$ cat src/rtl/ps2_keypad_rx_if.sv
// Keypad event stream from the PS/2 receiver to the calculator datapath.
// The master holds the FIFO head and the slave accepts it with KEY_READY.
interface ps2_keypad_rx_if;
    logic       KEY_VALID;
    logic       KEY_READY;
    logic [4:0] KEY_TOKEN;
    logic       KEY_BREAK;
    logic       KEY_EXT;
    logic [7:0] KEY_RAW;

    modport master (
        output KEY_VALID, KEY_TOKEN, KEY_BREAK, KEY_EXT, KEY_RAW,
        input  KEY_READY
    );

    modport slave (
        input  KEY_VALID, KEY_TOKEN, KEY_BREAK, KEY_EXT, KEY_RAW,
        output KEY_READY
    );
endinterface

$ cat src/rtl/ps2_keypad_rx.sv
// PS/2 keyboard receiver: frames packets, decodes E0/F0 prefixes, maps keypad
// scancodes to tokens, filters typematic repeats and buffers events in a FIFO.
module ps2_keypad_rx #(
    parameter int CLK_DIV         = 250,
    parameter int TIMEOUT_TICKS   = 4000,
    parameter int FIFO_DEPTH      = 4,
    parameter bit REPEAT_SUPPRESS = 1'b1,
    parameter bit PASS_UNMAPPED   = 1'b0
) (
    input  logic            CLK,
    input  logic            RST_N,
    input  logic            PS2_CLK,
    input  logic            PS2_DATA,
    ps2_keypad_rx_if.master key,
    output logic            PARITY_ERR,
    output logic            OVERFLOW
);
    localparam int DIV_W = $clog2(CLK_DIV);
    localparam int TO_W  = $clog2(TIMEOUT_TICKS + 1);
    localparam int AW    = $clog2(FIFO_DEPTH);
    localparam int CW    = AW + 1;

    typedef struct packed {
        logic [4:0] token;
        logic       brk;
        logic       ext;
        logic [7:0] raw;
    } event_t;

    typedef enum logic [1:0] {IDLE, EXT, BRK, EXTBRK} dec_state_t;

    function automatic logic [4:0] map_token(input logic [7:0] code);
        case (code)
            8'h70: map_token = 5'd0;
            8'h69: map_token = 5'd1;
            8'h72: map_token = 5'd2;
            8'h7A: map_token = 5'd3;
            8'h6B: map_token = 5'd4;
            8'h73: map_token = 5'd5;
            8'h74: map_token = 5'd6;
            8'h6C: map_token = 5'd7;
            8'h75: map_token = 5'd8;
            8'h7D: map_token = 5'd9;
            8'h79: map_token = 5'd10;
            8'h7B: map_token = 5'd11;
            8'h7C: map_token = 5'd12;
            8'h4A: map_token = 5'd13;
            8'h5A: map_token = 5'd14;
            8'h76: map_token = 5'd15;
            default: map_token = 5'd16;
        endcase
    endfunction

    // Two-flop synchronisers, preset high to match an idle PS/2 bus.
    logic [1:0] clk_sync;
    logic [1:0] dat_sync;
    logic       ps2_clk_s;
    logic       ps2_dat_s;

    always_ff @(posedge CLK or negedge RST_N) begin
        if (!RST_N) begin
            clk_sync <= 2'b11;
            dat_sync <= 2'b11;
        end else begin
            clk_sync <= {clk_sync[0], PS2_CLK};
            dat_sync <= {dat_sync[0], PS2_DATA};
        end
    end

    assign ps2_clk_s = clk_sync[1];
    assign ps2_dat_s = dat_sync[1];

    logic [DIV_W-1:0] div_cnt;
    logic             tick;

    assign tick = (div_cnt == DIV_W'(CLK_DIV - 1));

    always_ff @(posedge CLK or negedge RST_N) begin
        if (!RST_N) div_cnt <= '0;
        else        div_cnt <= tick ? '0 : div_cnt + 1'b1;
    end

    // Bit capture and frame timeout, all advanced on the sample tick.
    logic            clk_prev;
    logic [10:0]     shreg;
    logic [3:0]      bit_cnt;
    logic [TO_W-1:0] to_cnt;
    logic            fall;
    logic            frame_done;
    logic            frame_good;
    logic [7:0]      data_byte;

    assign fall       = tick && clk_prev && !ps2_clk_s;
    assign frame_done = tick && (bit_cnt == 4'd11);
    assign frame_good = !shreg[0] && shreg[10] && (^shreg[9:1]);
    assign data_byte  = shreg[8:1];

    always_ff @(posedge CLK or negedge RST_N) begin
        if (!RST_N) begin
            clk_prev <= 1'b1;
            shreg    <= '0;
            bit_cnt  <= '0;
            to_cnt   <= '0;
        end else if (tick) begin
            clk_prev <= ps2_clk_s;
            if (bit_cnt == 4'd11) begin
                bit_cnt <= '0;
                to_cnt  <= '0;
            end else if (fall) begin
                shreg   <= {ps2_dat_s, shreg[10:1]};
                bit_cnt <= bit_cnt + 1'b1;
                to_cnt  <= '0;
            end else if (bit_cnt != 4'd0) begin
                if (to_cnt == TO_W'(TIMEOUT_TICKS - 1)) begin
                    bit_cnt <= '0;
                    to_cnt  <= '0;
                end else begin
                    to_cnt <= to_cnt + 1'b1;
                end
            end
        end
    end

    // Prefix decoder, held-key tracking and event staging register.
    dec_state_t state;
    logic [15:0] held;
    logic        ev_vld;
    event_t      ev;
    logic        is_e0;
    logic        is_f0;
    logic        emit_now;
    logic        brk_now;
    logic        ext_now;
    logic [4:0]  tok_map;
    logic        tracked;
    logic        keep;

    assign is_e0    = (data_byte == 8'hE0);
    assign is_f0    = (data_byte == 8'hF0);
    assign emit_now = frame_done && frame_good && !is_e0 && !is_f0;
    assign brk_now  = (state == BRK) || (state == EXTBRK);
    assign ext_now  = (state == EXT) || (state == EXTBRK);
    assign tok_map  = map_token(data_byte);
    assign tracked  = !tok_map[4];

    always_comb begin
        keep = 1'b0;
        if (emit_now) begin
            if (!tracked)
                keep = PASS_UNMAPPED;
            else
                keep = brk_now || !(REPEAT_SUPPRESS && held[tok_map[3:0]]);
        end
    end

    always_ff @(posedge CLK or negedge RST_N) begin
        if (!RST_N) begin
            state      <= IDLE;
            held       <= '0;
            ev_vld     <= 1'b0;
            ev         <= '0;
            PARITY_ERR <= 1'b0;
        end else begin
            ev_vld     <= keep;
            PARITY_ERR <= frame_done && !frame_good;
            if (keep) ev <= '{token: tok_map, brk: brk_now, ext: ext_now, raw: data_byte};
            if (emit_now && tracked) held[tok_map[3:0]] <= !brk_now;
            if (frame_done) begin
                if (!frame_good) begin
                    state <= IDLE;
                end else if (is_e0) begin
                    case (state)
                        IDLE, EXT: state <= EXT;
                        default:   state <= state;
                    endcase
                end else if (is_f0) begin
                    case (state)
                        IDLE:    state <= BRK;
                        EXT:     state <= EXTBRK;
                        default: state <= state;
                    endcase
                end else begin
                    state <= IDLE;
                end
            end
        end
    end

    // Event FIFO; the head is re-registered every cycle from the next-state pointers.
    event_t         mem [FIFO_DEPTH];
    logic [AW-1:0]  wptr;
    logic [AW-1:0]  rptr;
    logic [AW-1:0]  rptr_nx;
    logic [CW-1:0]  count;
    logic [CW-1:0]  count_nx;
    logic           valid_q;
    event_t         head_q;
    logic           pop;
    logic           full;
    logic           do_push;

    assign pop      = valid_q && key.KEY_READY;
    assign full     = (count == CW'(FIFO_DEPTH));
    assign do_push  = ev_vld && (!full || pop);
    assign count_nx = count + CW'(do_push) - CW'(pop);
    assign rptr_nx  = rptr + AW'(pop);

    always_ff @(posedge CLK) begin
        if (do_push) mem[wptr] <= ev;
    end

    always_ff @(posedge CLK or negedge RST_N) begin
        if (!RST_N) begin
            wptr     <= '0;
            rptr     <= '0;
            count    <= '0;
            valid_q  <= 1'b0;
            head_q   <= '0;
            OVERFLOW <= 1'b0;
        end else begin
            OVERFLOW <= ev_vld && full && !pop;
            if (do_push) wptr <= wptr + 1'b1;
            rptr  <= rptr_nx;
            count <= count_nx;
            if (count_nx == '0) begin
                valid_q <= 1'b0;
                head_q  <= '0;
            end else begin
                valid_q <= 1'b1;
                // A push into a FIFO that is empty after this pop becomes the head directly.
                head_q  <= (do_push && (count - CW'(pop)) == '0) ? ev : mem[rptr_nx];
            end
        end
    end

    assign key.KEY_VALID = valid_q;
    assign key.KEY_TOKEN = head_q.token;
    assign key.KEY_BREAK = head_q.brk;
    assign key.KEY_EXT   = head_q.ext;
    assign key.KEY_RAW   = head_q.raw;
endmodule

$ cat src/flat_wrapper.sv
// flat-port wrapper written by rule: the top's interface ports become plain ports
module ps2_keypad_rx_flat 
#(
    parameter int CLK_DIV         = 250,
    parameter int TIMEOUT_TICKS   = 4000,
    parameter int FIFO_DEPTH      = 4,
    parameter bit REPEAT_SUPPRESS = 1'b1,
    parameter bit PASS_UNMAPPED   = 1'b0
)
  (CLK, RST_N, PS2_CLK, PS2_DATA, PARITY_ERR, OVERFLOW, key_KEY_VALID, key_KEY_TOKEN, key_KEY_BREAK, key_KEY_EXT, key_KEY_RAW, key_KEY_READY);
  ps2_keypad_rx_if key_i ();
  input  logic CLK;
  input  logic RST_N;
  input  logic PS2_CLK;
  input  logic PS2_DATA;
  output logic PARITY_ERR;
  output logic OVERFLOW;
  output wire logic [$bits(key_i.KEY_VALID)-1:0] key_KEY_VALID;
  output wire logic [$bits(key_i.KEY_TOKEN)-1:0] key_KEY_TOKEN;
  output wire logic [$bits(key_i.KEY_BREAK)-1:0] key_KEY_BREAK;
  output wire logic [$bits(key_i.KEY_EXT)-1:0] key_KEY_EXT;
  output wire logic [$bits(key_i.KEY_RAW)-1:0] key_KEY_RAW;
  input wire logic [$bits(key_i.KEY_READY)-1:0] key_KEY_READY;
  assign key_KEY_VALID = key_i.KEY_VALID;
  assign key_KEY_TOKEN = key_i.KEY_TOKEN;
  assign key_KEY_BREAK = key_i.KEY_BREAK;
  assign key_KEY_EXT = key_i.KEY_EXT;
  assign key_KEY_RAW = key_i.KEY_RAW;
  assign key_i.KEY_READY = key_KEY_READY;
  ps2_keypad_rx #(.CLK_DIV(CLK_DIV), .TIMEOUT_TICKS(TIMEOUT_TICKS), .FIFO_DEPTH(FIFO_DEPTH), .REPEAT_SUPPRESS(REPEAT_SUPPRESS), .PASS_UNMAPPED(PASS_UNMAPPED)) u_core (.CLK(CLK), .RST_N(RST_N), .PS2_CLK(PS2_CLK), .PS2_DATA(PS2_DATA), .key(key_i), .PARITY_ERR(PARITY_ERR), .OVERFLOW(OVERFLOW));
endmodule
$ cat config.mk
export PLATFORM = sky130hd
export DESIGN_NAME = ps2_keypad_rx_flat
export DESIGN_NICKNAME = d
export VERILOG_FILES = /design/src/rtl/ps2_keypad_rx_if.sv /design/src/rtl/ps2_keypad_rx.sv /design/src/flat_wrapper.sv
export SDC_FILE = /design/constraint.sdc
export NUM_CORES = 1
export LEC_CHECK = 0
export CAP_MARGIN = 5
export CORE_MARGIN = 10
export CORE_UTILIZATION = 50
export CTS_CLUSTER_SIZE = 16
export DETAILED_ROUTE_END_ITERATION = 7
export PLACE_DENSITY = 0.73
export SLEW_MARGIN = 10
export SYNTH_ARGS = -nofsm -noshare
export SYNTH_HDL_FRONTEND = slang
export SYNTH_SLANG_ARGS = --single-unit
export TNS_END_PERCENT = 30
$ cat constraint.sdc
create_clock -name CLK -period 3.5 [get_ports CLK]
set_input_delay 1.05 -clock CLK [delete_from_list [all_inputs] [get_ports CLK]]
set_output_delay 1.05 -clock CLK [all_outputs]
set_load 0.05 [all_outputs]
# Yosys cells after proc, flatten, opt, wreduce, memory -nomap -nowiden
# Memory sizes are Yosys's and may differ from the RTL's.
# Cells that the tools add are included.
dict set report totals {
  ff_bits 99
  mem_bits_rw 60
  in_bits 5
  output_inout_bits 18
  wordCells 132
  memories 1
}
dict set report classes {
  n_addsub 8
  n_lt_le_gt_ge 2
  n_eq_ne 27
  n_mux 27
  n_bitwise 1
  n_reduce_logical 42
}
# name words width read_ports rd_clocked_by_memory_dff write_ports line
set mem_list {}
lappend mem_list {u_core.mem 4 15 1 0 1 ps2_keypad_rx.sv:190} ;# event_t mem [FIFO_DEPTH];
# cell count
set op_table {}
lappend op_table {{== test 8 x 7 -> 1 bit (second input constant)} 16}
lappend op_table {{one-hot mux 5 bit (16 select lines)} 1}
lappend op_table {{two-way mux 12 bit} 4}
lappend op_table {{two-way mux 15 bit} 2}
lappend op_table {{== test 8 bit (second input constant)} 3}
lappend op_table {{bitwise mux 16 bit} 1}
lappend op_table {{logical AND 1 bit} 16}
lappend op_table {{two-way mux 4 bit} 4}
lappend op_table {{adder 12 x 1 -> 12 bit (second input constant)} 1}
lappend op_table {{== test 12 bit (second input constant)} 1}
lappend op_table {{logical NOT 1 bit} 10}
lappend op_table {{AND reduction 3 bit} 3}
lappend op_table {{XOR reduction 9 bit} 1}
lappend op_table {{adder 8 x 1 -> 8 bit (second input constant)} 1}
lappend op_table {{two-way mux 2 bit} 4}
lappend op_table {{two-way mux 8 bit} 1}
lappend op_table {{two-way mux 1 bit} 7}
lappend op_table {{logical NOT 3 bit} 2}
lappend op_table {{nonzero test 3 bit} 2}
lappend op_table {{subtractor 3 x 1 -> 3 bit} 2}
lappend op_table {{< comparator 4 x 5 -> 1 bit (second input constant)} 1}
lappend op_table {{!= test 5 bit (second input constant)} 1}
lappend op_table {{adder 4 x 1 -> 4 bit (second input constant)} 1}
lappend op_table {{binary-select mux 1 bit (select 4 bit)} 1}
lappend op_table {{17 further kinds} 21}

# Logic depth before layout (Yosys ltp)
dict set report logic_depth {
  ltp_word 8
  mapped_depth 14
}

# Least setup slack after synthesis
# OpenSTA, ideal clock, no wires.
dict set report synth_timing {
  path_type {input to register}
  from {in key_KEY_READY}
  to {reg u_core.head_q (netlist bit u_core.key.KEY_BREAK)}
  setup_time_ns 0.132
  t_arrival_ns 3.272
  slack_ns 0.096
  cell_stages 13
  path_buffers 2
  path_cell_list {and2_1 nor3_1 nand2_1 and2_1 clkbuf_1 ha_1 inv_1 fa_1 xnor2_1 xnor2_1 nor3_1 clkbuf_1 nor2_1}
}
dict set report synth_via {
  elab_chain_len 7
  word_cells_on_any_way 13
}
# element line
set synth_rtl {}
lappend synth_rtl {{from (decl)} flat_wrapper.sv:23} ;# input wire logic [$bits(key_i.KEY_READY)-1:0] key_KEY_READY;
lappend synth_rtl {{logical AND 1 bit} ps2_keypad_rx.sv:202} ;# assign pop = valid_q && key.KEY_READY;
lappend synth_rtl {{logical OR 1 bit} ps2_keypad_rx.sv:204} ;# assign do_push = ev_vld && (!full || pop);
lappend synth_rtl {{logical AND 1 bit} ps2_keypad_rx.sv:204}
lappend synth_rtl {{net u_core.do_push} ps2_keypad_rx.sv:200} ;# logic do_push;
lappend synth_rtl {{adder 3 x 1 -> 3 bit} ps2_keypad_rx.sv:205} ;# assign count_nx = count + CW'(do_push) - CW'(pop);
lappend synth_rtl {{subtractor 3 x 1 -> 3 bit} ps2_keypad_rx.sv:205}
lappend synth_rtl {{net u_core.count_nx[2]} ps2_keypad_rx.sv:195} ;# logic [CW-1:0] count_nx;
lappend synth_rtl {{logical NOT 3 bit} ps2_keypad_rx.sv:225} ;# if (count_nx == '0) begin
lappend synth_rtl {{two-way mux 15 bit} ps2_keypad_rx.sv:225}
lappend synth_rtl {{to (signal assigned)} ps2_keypad_rx.sv:231} ;# head_q <= (do_push && (count - CW'(pop)) == '0) ? ev : mem[rptr_nx];
lappend synth_rtl {{to (decl)} ps2_keypad_rx.sv:197} ;# event_t head_q;
# The timed path passes the listed nets, and every way through them passes these cells.
# A chain may end at the register's enable or synchronous reset.

# Worst setup path after layout
dict set report layout_timing {
  from {reg u_core.shreg[5]}
  to {reg u_core.ev[2] (netlist bit)}
}
dict set report layout_via {
  elab_chain_len 8
  word_cells_on_any_way 32
}
# element line
set layout_rtl {}
lappend layout_rtl {{from (decl)} ps2_keypad_rx.sv:85} ;# logic [10:0] shreg;
lappend layout_rtl {{from (signal assigned)} ps2_keypad_rx.sv:110} ;# shreg <= {ps2_dat_s, shreg[10:1]};
lappend layout_rtl {{== test 8 x 7 -> 1 bit} ps2_keypad_rx.sv:33} ;# case (code)
lappend layout_rtl {{one-hot mux 5 bit (16 select lines)} ps2_keypad_rx.sv:33}
lappend layout_rtl {{binary-select mux 1 bit (select 4 bit)} ps2_keypad_rx.sv:152} ;# keep = brk_now || !(REPEAT_SUPPRESS && held[tok_map[3:0]]);
lappend layout_rtl {{two-way mux 1 bit (not written as such)} ps2_keypad_rx.sv:152}
lappend layout_rtl {{logical NOT 1 bit} ps2_keypad_rx.sv:152}
lappend layout_rtl {{logical OR 1 bit} ps2_keypad_rx.sv:152}
lappend layout_rtl {{two-way mux 1 bit} ps2_keypad_rx.sv:149} ;# if (!tracked)
lappend layout_rtl {{two-way mux 1 bit *} ps2_keypad_rx.sv:148} ;# if (emit_now) begin
lappend layout_rtl {{to (signal assigned)} ps2_keypad_rx.sv:166} ;# if (keep) ev <= '{token: tok_map, brk: brk_now, ext: ext_now, raw: data_byte};
lappend layout_rtl {{to (decl)} ps2_keypad_rx.sv:128} ;# event_t ev;
# Every way passes the cells marked *; elsewhere a longest branch is shown, timed or not. The select of a mux whose other input is x is not followed.

==> flow_metrics.py <==
metrics = {
    "layout": {
        "final_common_cell": "dfrtp_1",
        "n_antenna_cell": 0,
        "fin_util": 0.584,
        "final_cells": 803,
        "area_growth_pct": 15.2,
        "drive_gt1_frac": 0.192,
        "layout.nets": 641,
        "mostFrequentLayoutCells": "94 x dfrtp_1, 60 x edfxtp_1, 49 x nand2_1",
    },
    "synth": {
        "syn_area_um2": 7310,
        "syn_area_per_cell_um2": 13.0,
        "synthCells": 563,
        "ys.flop_type": "dfrtp_1",
        "syn_nets": 598,
        "yosysWarnings": 0,
        "synthDistinctLibCells": 64,
        "ys_seq_area_frac": 0.586,
        "synth_edf_count": 60,
        "synth_seq_cells": 159,
        "synth-async-reset-ratio": 0.623,
    },
    "grt": {
        "grt_first_pass_wirelength_mm": 23.6,
        "grt_pass1_vias": 4686,
        "grt_max_degree": 66,
        "grt_usage": 0.145,
        "gr-total-overflow": 0,
        "antenna_found_initial": 0,
    },
    "timing": {
        "relSlewSlack": 0.440,
        "setup-violations-final": 0,
        "fin_skew_ns": 0.00438,
        "period_needed_ns": 3.25,
        "period_share": 0.928,
        "tightest_slew_ns": 0.841,
        "hold_viol": 0,
        "rsz0062_at_grt": "no",
        "timing_max_transition_violations_final": 0,
        "fmax_ghz": 0.308,
        "worst_hold_slack_ns": 0.358,
    },
    "worst_hold_path": {
        "min-delay-start": "u_core.dat_sync[0]",
        "min_path_type": "flop to flop",
    },
    "clock_tree": {
        "cts.path.max_buffers": 2,
        "cts_made_buffers": 17,
        "cts_num_sinks": 159,
        "insertion_delay_ns": 0.42,
        "clockRootBuffer": "clkbuf_16",
        "postCtsHoldBufs": 0,
        "cts_tree": "done",
        "cts.clk_slew.worst_paths_ns": 0.06,
        "htree_num_levels": 4,
        "post_cts_buffers": 0,
    },
    "placement": {
        "portBuffers": 22,
        "gp_congestion": 0.793,
        "dp_cells": 771,
        "hpwl_mm": 9.37,
    },
    "worst_setup_path": {
        "critical_path_class": "flop to flop",
        "regToRegSetupSlack_ns": 0.25,
        "critical_path.slowest_cell": "or4_4",
        "path_delay_family": "compound AO/OA/AOI/OAI gates",
        "critPathLaunchType": "flop",
        "path_cells": "inv_1 > ha_1 > buf_4 > a22oi_2 > nor2_2 > or4_4 > a2111oi_2 > a32o_2 > nor4_4 > a31oi_4 > buf_12 > mux2_2",
        "crit_buf_inv": 3,
        "crit_path_max_incr_delay_ns": 0.59,
        "worstPathRequired_ns": 3.80,
        "cp.arrival_ns": 3.55,
        "r2r_start": "u_core.shreg[5]",
        "path_max_fanout": 14,
        "end_kind": "flop",
        "cp-startpoint": "u_core.shreg[5]",
    },
    "detailed_routing": {
        "vias_per_cell": 5.70,
        "vias": 4581,
        "first_pass_iters": 5,
        "routed_wirelength_mm": 13.7,
        "ant_nets": 0,
        "wl_per_cell_um": 17.0,
        "drtIter0Drc": 350,
        "drc": 0,
    },
    "floorplanning": {
        "dieArea_um2": 19900,
        "start_util": 0.507,
        "chipWidth_um": 141,
        "placementRows": 44,
        "io_pins": 23,
        "die_y_um": 141,
        "core_um2": 14400,
    },
    "status": {
        "status": "finished clean",
    },
    "power": {
        "power_density_nw_per_um2": 512,
        "p_leak_uw": 0.00356,
        "ir_drop_mv": 0.371,
    },
    "flow_run": {
        "drv_cap": 0,
    },
}
worst register-to-register path: stages, from the launching register on:
cell       delay [ns]
dfrtp_1          0.43
inv_1            0.10
ha_1             0.22
buf_4            0.17
a22oi_2          0.17
nor2_2           0.08
or4_4            0.59
a2111oi_2        0.39
a32o_2           0.21
nor4_4           0.06
a31oi_4          0.19
buf_12           0.18
mux2_2           0.34
layout make-up:
type / count / area, um^2
multi-input combinational: 357 / 2810
clock buffer: 18 / 429
clock inverter: 14 / 143
fill: 1142 / 6000
inverter: 26 / 97.6
sequential: 159 / 4290
timing repair buffer: 45 / 428
tap: 184 / 230
repair_timing:
action                                  4_1_cts  5_1_grt
endpoints found under the setup margin        0       12
gates resized for setup                       0        1
endpoints found under the hold margin         0        0
flip-flops by register name, summed over array words and instances, names as in the netlist, 2 cells and up:
signal,count
u_core.clk_sync,2
u_core.key.KEY_TOKEN,5
u_core.key.KEY_RAW,8
u_core.rptr,2
u_core.shreg,11
u_core.mem,60
u_core.ev,15
u_core.to_cnt,12
u_core.dat_sync,2
u_core.state,2
u_core.count,3
u_core.held,16
u_core.bit_cnt,4
u_core.wptr,2
u_core.div_cnt,8
worst paths after layout:
kind | to | cells past startpoint
setup reg to reg | u_core.ev[2] | 12
hold / removal | u_core.dat_sync[1] | 0
hold reg to reg | u_core.dat_sync[1] | 0
min in group asynchronous | u_core.ev[3] | 1
setup / recovery | u_core.ev[2] | 12
max in group asynchronous | u_core.key.KEY_TOKEN[1] | 2
cell families (layout without fill, tap and decap cells):
family / after synthesis / after routing / share of synthesized area
compound gates: 84 / 84 / 0.0787
xor+xnor: 17 / 17 / 0.0204
fa+ha+maj: 30 / 30 / 0.0524
buf+inv: 47 / 103 / 0.0311
flops: 159 / 159 / 0.586
mux: 58 / 58 / 0.113
simple gates: 168 / 168 / 0.118
metrics by stage:
stage	power [uW]	setup WS (ns)	TNS, ns	cell area, um^2
final	4310	0.253	0	8420
after global routing	4490	0.0140	0	8420
after CTS	4360	0.247	0	8420
after detailed placement	2580	-0.0484	-0.344	7850
after global placement	2540	0.147	0	7850
after floorplan	2360	0.0957	0	7310
cell usage after synthesis, drive strengths merged, types with 3 or more instances:
cell     n  area [um^2]
dfrtp   94         2350
edfxtp  60         1800
nand2   51          196
o21ai   45          236
nor2    40          153
ha      29          363
inv     26         97.6
mux2    23          289
mux2i   20          200
mux4    15          338
nand3   15         75.1
clkbuf  12         45.0
nand4   12         75.1
and3    10         62.6
xnor2   10         87.6
buf      9         85.1
nor3     9         61.3
a21oi    7         35.0
o31ai    7         52.6
xor2     7         61.3
a31oi    5         46.3
dfstp    5          131
and2     4         27.5
nand2b   4         25.0
nor2b    4         25.0
nor4     4         40.0
a32o     3         31.3
or3      3         18.8
or4      3         30.0
routing by layer:
metal | global-route usage | vias to the layer above | share of wire
met3 | 0.0326 | 18 | 0.042
li1 | - | 2132 | -
met1 | 0.177 | 2311 | 0.44
met5 | 0 | - | 0
met4 | 0.0543 | 0 | 0.013
met2 | 0.246 | 120 | 0.51
power by group:
part,total (uW),internal (uW),switching (uW)
Sequential,1990,1960,28.0
Combinational,542,227,315
Clock,1780,1050,728
Total,4310,3240,1070
Note: power is estimated with default switching activity, not from simulation.
